==> config.mk <==
export PLATFORM = sky130hd
export DESIGN_NAME = ddr3_fetch_rbuf
export DESIGN_NICKNAME = d
export VERILOG_FILES = /design/src/rtl/ddr3_fetch_rbuf.sv
export SDC_FILE = /design/constraint.sdc
export NUM_CORES = 1
export LEC_CHECK = 0
export BUFFER_PORTS_ARGS = -buffer_cell sky130_fd_sc_hd__buf_2
export CORE_ASPECT_RATIO = 0.8
export CORE_UTILIZATION = 55
export DETAILED_ROUTE_END_ITERATION = 12
export GPL_TIMING_DRIVEN = 0
export MAX_ROUTING_LAYER = met4
export PLACE_DENSITY = 0.73
export SLEW_MARGIN = 20
export SYNTH_ARGS = -nofsm -noshare
export SYNTH_HDL_FRONTEND = slang
export SYNTH_SLANG_ARGS = --single-unit
==> constraint.sdc <==
create_clock -name clock -period 6.8 [get_ports clock]
set_clock_uncertainty 0.15 [all_clocks]
set_input_delay 0.34 -clock clock [delete_from_list [all_inputs] [get_ports clock]]
set_output_delay 0.34 -clock clock [all_outputs]
set_load 0.01 [all_outputs]
==> src/rtl/ddr3_fetch_rbuf.sv <==
// ddr3_fetch_rbuf: read-side reservation buffer in front of the DDR3 bypass AXI4 read port.
// A burst is issued only when the FIFO can hold every beat, so m_rready never stalls a burst.
module ddr3_fetch_rbuf #(
    parameter int WIDTH = 32,
    parameter int ADDRS = 23,
    parameter int REQID = 4,
    parameter int DEPTH = 16
) (
    input  logic             clock,
    input  logic             reset_n,
    input  logic             s_arvalid,
    output logic             s_arready,
    input  logic [ADDRS-1:0] s_araddr,
    input  logic [REQID-1:0] s_arid,
    input  logic [7:0]       s_arlen,
    input  logic [1:0]       s_arburst,
    output logic             s_rvalid,
    input  logic             s_rready,
    output logic             s_rlast,
    output logic [1:0]       s_rresp,
    output logic [REQID-1:0] s_rid,
    output logic [WIDTH-1:0] s_rdata,
    output logic             m_arvalid,
    input  logic             m_arready,
    output logic [ADDRS-1:0] m_araddr,
    output logic [REQID-1:0] m_arid,
    output logic [7:0]       m_arlen,
    output logic [1:0]       m_arburst,
    output logic             m_rready,
    input  logic             m_rvalid,
    input  logic             m_rlast,
    input  logic [1:0]       m_rresp,
    input  logic [WIDTH-1:0] m_rdata,
    output logic             err_o
);

    localparam int ABITS = $clog2(DEPTH);
    localparam int EW    = 1 + 2 + REQID + WIDTH;

    localparam logic [1:0] ST_IDLE  = 2'd0;
    localparam logic [1:0] ST_ISSUE = 2'd1;
    localparam logic [1:0] ST_WAIT  = 2'd2;

    localparam logic [8:0]     DEPTH9 = 9'(DEPTH);
    localparam logic [ABITS:0] FULLC  = (ABITS + 1)'(DEPTH);

    logic [1:0]       state_q, state_d;
    logic [ADDRS-1:0] araddr_q, araddr_d;
    logic [REQID-1:0] arid_q, arid_d;
    logic [7:0]       arlen_q, arlen_d;
    logic [1:0]       arburst_q, arburst_d;
    logic [8:0]       beat_q, beat_d;
    logic [ABITS:0]   count_q, count_d;
    logic [ABITS-1:0] wptr_q, wptr_d;
    logic [ABITS-1:0] rptr_q, rptr_d;
    logic [EW-1:0]    mem_q [DEPTH];
    logic [EW-1:0]    mem_d [DEPTH];
    logic             err_q, err_d;

    logic [8:0]       free9;
    logic [8:0]       need9;
    logic [8:0]       len9;
    logic             in_idle;
    logic             len_ok;
    logic             fits;
    logic             ar_acc;
    logic             bad_req;
    logic             push;
    logic             push_ok;
    logic             full;
    logic             pop;
    logic             beat_bad;
    logic [EW-1:0]    wr_entry;
    logic [EW-1:0]    head;

    // Reservation check, channel handshakes and burst-length checking.
    always_comb begin
        in_idle   = (state_q == ST_IDLE);
        free9     = DEPTH9 - 9'(count_q);
        need9     = {1'b0, s_arlen} + 9'd1;
        len_ok    = ({1'b0, s_arlen} < DEPTH9);
        fits      = len_ok && (free9 >= need9);
        s_arready = reset_n && in_idle && fits;
        ar_acc    = s_arvalid && s_arready;
        bad_req   = in_idle && s_arvalid && !len_ok;
        m_arvalid = (state_q == ST_ISSUE);
        m_rready  = (state_q == ST_ISSUE) || (state_q == ST_WAIT);
        push      = m_rvalid && m_rready;
        full      = (count_q == FULLC);
        push_ok   = push && !full;
        s_rvalid  = (count_q != '0);
        pop       = s_rvalid && s_rready;
        len9      = {1'b0, arlen_q};
        beat_bad  = 1'b0;
        if (push) begin
            if (m_rlast) begin
                beat_bad = (beat_q != len9);
            end else begin
                beat_bad = (beat_q > len9);
            end
        end
    end

    // Burst FSM: accept one request, issue it, then collect beats until RLAST.
    always_comb begin
        state_d   = state_q;
        araddr_d  = araddr_q;
        arid_d    = arid_q;
        arlen_d   = arlen_q;
        arburst_d = arburst_q;
        beat_d    = beat_q;
        case (state_q)
            ST_IDLE: begin
                if (ar_acc) begin
                    araddr_d  = s_araddr;
                    arid_d    = s_arid;
                    arlen_d   = s_arlen;
                    arburst_d = s_arburst;
                    beat_d    = '0;
                    state_d   = ST_ISSUE;
                end
            end
            ST_ISSUE: begin
                if (m_arready) begin
                    state_d = ST_WAIT;
                end
            end
            ST_WAIT: begin
                if (push && m_rlast) begin
                    state_d = ST_IDLE;
                end
            end
            default: begin
                state_d = ST_IDLE;
            end
        endcase
        if (push && (beat_q != 9'h1ff)) begin
            beat_d = beat_q + 9'd1;
        end
    end

    // FWFT FIFO bookkeeping; beats carry the captured ID, not the returned one.
    always_comb begin
        mem_d    = mem_q;
        wptr_d   = wptr_q;
        rptr_d   = rptr_q;
        count_d  = count_q;
        wr_entry = {m_rlast, m_rresp, arid_q, m_rdata};
        if (push_ok) begin
            mem_d[wptr_q] = wr_entry;
            wptr_d        = wptr_q + ABITS'(1);
        end
        if (pop) begin
            rptr_d = rptr_q + ABITS'(1);
        end
        if (push_ok && !pop) begin
            count_d = count_q + (ABITS + 1)'(1);
        end else if (!push_ok && pop) begin
            count_d = count_q - (ABITS + 1)'(1);
        end
    end

    // Sticky error: illegal length, RLAST misplacement or overflow.
    always_comb begin
        err_d = err_q | bad_req | beat_bad | (push && full);
    end

    // Control and captured AR fields.
    always_ff @(posedge clock or negedge reset_n) begin
        if (!reset_n) begin
            state_q   <= ST_IDLE;
            araddr_q  <= '0;
            arid_q    <= '0;
            arlen_q   <= '0;
            arburst_q <= '0;
            beat_q    <= '0;
            count_q   <= '0;
            wptr_q    <= '0;
            rptr_q    <= '0;
            err_q     <= 1'b0;
        end else begin
            state_q   <= state_d;
            araddr_q  <= araddr_d;
            arid_q    <= arid_d;
            arlen_q   <= arlen_d;
            arburst_q <= arburst_d;
            beat_q    <= beat_d;
            count_q   <= count_d;
            wptr_q    <= wptr_d;
            rptr_q    <= rptr_d;
            err_q     <= err_d;
        end
    end

    // Beat storage; cleared on reset so the read side shows zeros.
    always_ff @(posedge clock or negedge reset_n) begin
        if (!reset_n) begin
            for (int i = 0; i < DEPTH; i++) begin
                mem_q[i] <= '0;
            end
        end else begin
            mem_q <= mem_d;
        end
    end

    assign head      = mem_q[rptr_q];
    assign s_rlast   = head[EW-1];
    assign s_rresp   = head[EW-2 -: 2];
    assign s_rid     = head[WIDTH +: REQID];
    assign s_rdata   = head[WIDTH-1:0];
    assign m_araddr  = araddr_q;
    assign m_arid    = arid_q;
    assign m_arlen   = arlen_q;
    assign m_arburst = arburst_q;
    assign err_o     = err_q;

endmodule

==> results.toml <==
[status]
status = "finished clean"

[sta]
slew_headroom_pct = 28.90
max_freq_mhz = 233.2
finalHoldViolations = 0
drv_slew = 0
setup_violations = 0
period_share_pct = 63.07
rsz0062_at_grt = "false"
tns_ps = 0
min_period_ps = 4288
tightest_slew_ps = 1066
whs_ps = 29.14

[setup_path]
required_ps = 6310
start_kind = "flop"
cp_top_family = "buffers and inverters"
reg2reg_from = "count_q[0]"
slowest_stage = "clkbuf_1"
worstPathCellList = "clkbuf_1 > buf_1 > clkbuf_1 > mux4_2 > mux4_2 > buf_2"
reg2reg_depth = 11
worst_r2r_endpoint = "mem_q[153]"
cp_num_buf_inv = 4
critPathMaxFanout = 10
worstSetupEndpointType = "output pin"
r2r_slack_ps = 2960
critical_path_arrival_ps = 3800
crit_type = "flop to output pin"
max_stage_delay_ps = 780

[detailed_routing]
wl_per_cell_um = 23.89
wl_met2_mm = 34.40
routed-wl-met3_mm = 2.802
wl_met1_mm = 33.23
avgViaCountPerCell = 5.959
first_iter_violations = 1176
drc = 0
ant_nets = 0
routed.top_layer = "met4"
drt_wl_total_mm = 72.00
drt_pass1_iterations = 5
num_vias = 17960

[clocking]
clock_path_buffers = 3
cts_tree = "yes"
post_cts_buffers = 0
clock_latency_ps = 610
hold_buffers = 69
clkTransAtPathRegs_ps = 60
numCtsBuffers = 69
htree_levels = 3
cts_resized = 0
cts_root_buf = "clkbuf_16"
cts_sinks = 686

[yosys]
yosys.area_share.xor_xnor_pct = 0.5047
yosysWarnings = 0
synth_edf_count = 0
yosys.area_share.adder_pct = 1.426
synth-compound-area-share_pct = 0.9413
synth_fp_nets = 2019
synth_cells = 1906
synth_top_family_by_area = "multiplexers"
synth_ff_type = "dfrtp_1"
ys_seq_elements = 686
syn_area_mm2 = 0.03124
avgSynthCellArea_um2 = 16.39
muxShareOfSynthArea_pct = 38.23
synthSimpleGateAreaFrac_pct = 1.470
ys_seq_area_share_pct = 54.96
ys_types = 45
async_flop_share_pct = 100.0

[power_and_ir_drop]
power_density_mw_per_mm2 = 470.0
leakage_nw = 16.83
finalPower_mw = 16.99
ir_drop_mv = 0.2727

[min_path]
holdCritPathClass = "input pin to flop"
hold_end = "mem_q[194]"
worstHoldStart = "m_rlast"
worstHoldPathCells = 2

[floorplan]
io_pins = 159
die_y_um = 215.2
start_util_pct = 56.09
dieWidth_um = 268.4
rows = 77
die_area_mm2 = 0.05776
coreArea_mm2 = 0.05569

[global_route]
grt-ovfl-total = 0
grt_max_degree = 104
antenna_found_initial = 0
grt_use_total_pct = 26.98
grt_pass1_vias = 19230
grt_pass1_wl_mm = 114.5

[final_layout]
final_area_mm2 = 0.03615
nets = 2323
syn_to_final_growth_pct = 15.75
drive_gt1_share_pct = 52.72
utilization_pct = 64.93
layout_commonest_cell = "dfrtp_1"
mostFrequentLayoutCells = "dfrtp_1, mux2_2, buf_2"

[placed_design]
dp_hpwl_mm = 46.87
port_buffers = 157
place_congestion = 0.8387
place_area_mm2 = 0.03317

[flow_run]
max_cap_viol_count = 0
[layout make-up]
| cell class | instances | area (um^2) |
|---|---|---|
| Buffer | 155 | 684.4 |
| Multi-Input combinational cell | 1041 | 13300 |
| Fill cell | 4017 | 19530 |
| Tap cell | 750 | 938.4 |
| Antenna cell | 1 | 2.502 |
| Sequential cell | 686 | 17170 |
| Inverter | 24 | 95.09 |
| Timing Repair Buffer | 233 | 1679 |
| Clock inverter | 20 | 200.2 |
| Clock buffer | 104 | 2092 |
[report_power, final]
part	switching (mW)	internal [mW]	leakage, nW
Clock	1.60	2.25	1.14
Combinational	2.78	3.63	6.73
Sequential	0.910	5.83	8.96
Total	5.29	11.7	16.8
[cells in the mapped netlist, types with 4 or more instances]
cell type	instances	area (um^2)
clkbuf_1	78	292.8
nand2_1	14	52.55
xnor2_1	14	122.6
buf_2	50	250.2
mux4_2	195	4392
a21oi_1	10	50.05
nor3_1	7	35.03
mux2_4	29	435.4
ha_1	34	425.4
o21ai_0	10	50.05
nand3_1	17	85.08
xor2_1	4	35.03
nor2b_1	4	25.02
mux2_2	629	7083
nand4_1	6	37.54
inv_1	23	86.33
and3_1	7	43.79
dfrtp_1	686	17170
buf_1	21	78.83
nor2_1	26	97.59
[state kept, by name (all words and copies together), names as in the netlist, 4 cells and up]
signal and count:
mem_q 624, m_araddr 23, beat_q 9, m_arlen 8
count_q 5, m_arid 4, rptr_q 4, wptr_q 4
[worst max-delay path by stage]
stage | start | cells past startpoint | to | slack, ps
floorplan | count_q[0] | 13 | m_araddr[0] | 3650
global placement | reset_n | 1 | mem_q[24] | -8520
detailed placement | count_q[0] | 11 | mem_q[153] | 3000
CTS | rptr_q[1] | 6 | s_rdata[29] | 2510
global route | rptr_q[1] | 6 | s_rdata[29] | 2400
finish | rptr_q[1] | 6 | s_rdata[29] | 2510
[stage by stage]
stage	std cells	worst slack (ps)
floorplan	1906	3650
global placement	2813	-8518
detailed placement	2820	3001
CTS	3013	2506
global route	3013	2400
finish	3014	2512
[per-layer routing]
layer | vias up | track usage, %
met5 | - | -
met4 | 0 | 6.402
met3 | 107 | 4.423
met2 | 332 | 40.15
met1 | 9798 | 39.22
li1 | 7723 | -
[cell families after synthesis]
family | count (synthesis)
mux | 856
flops | 686
buf+inv | 179
simple gates | 90
compound gates | 42
fa+ha+maj | 35
xor+xnor | 18
Power figures use the tool's default switching activity.
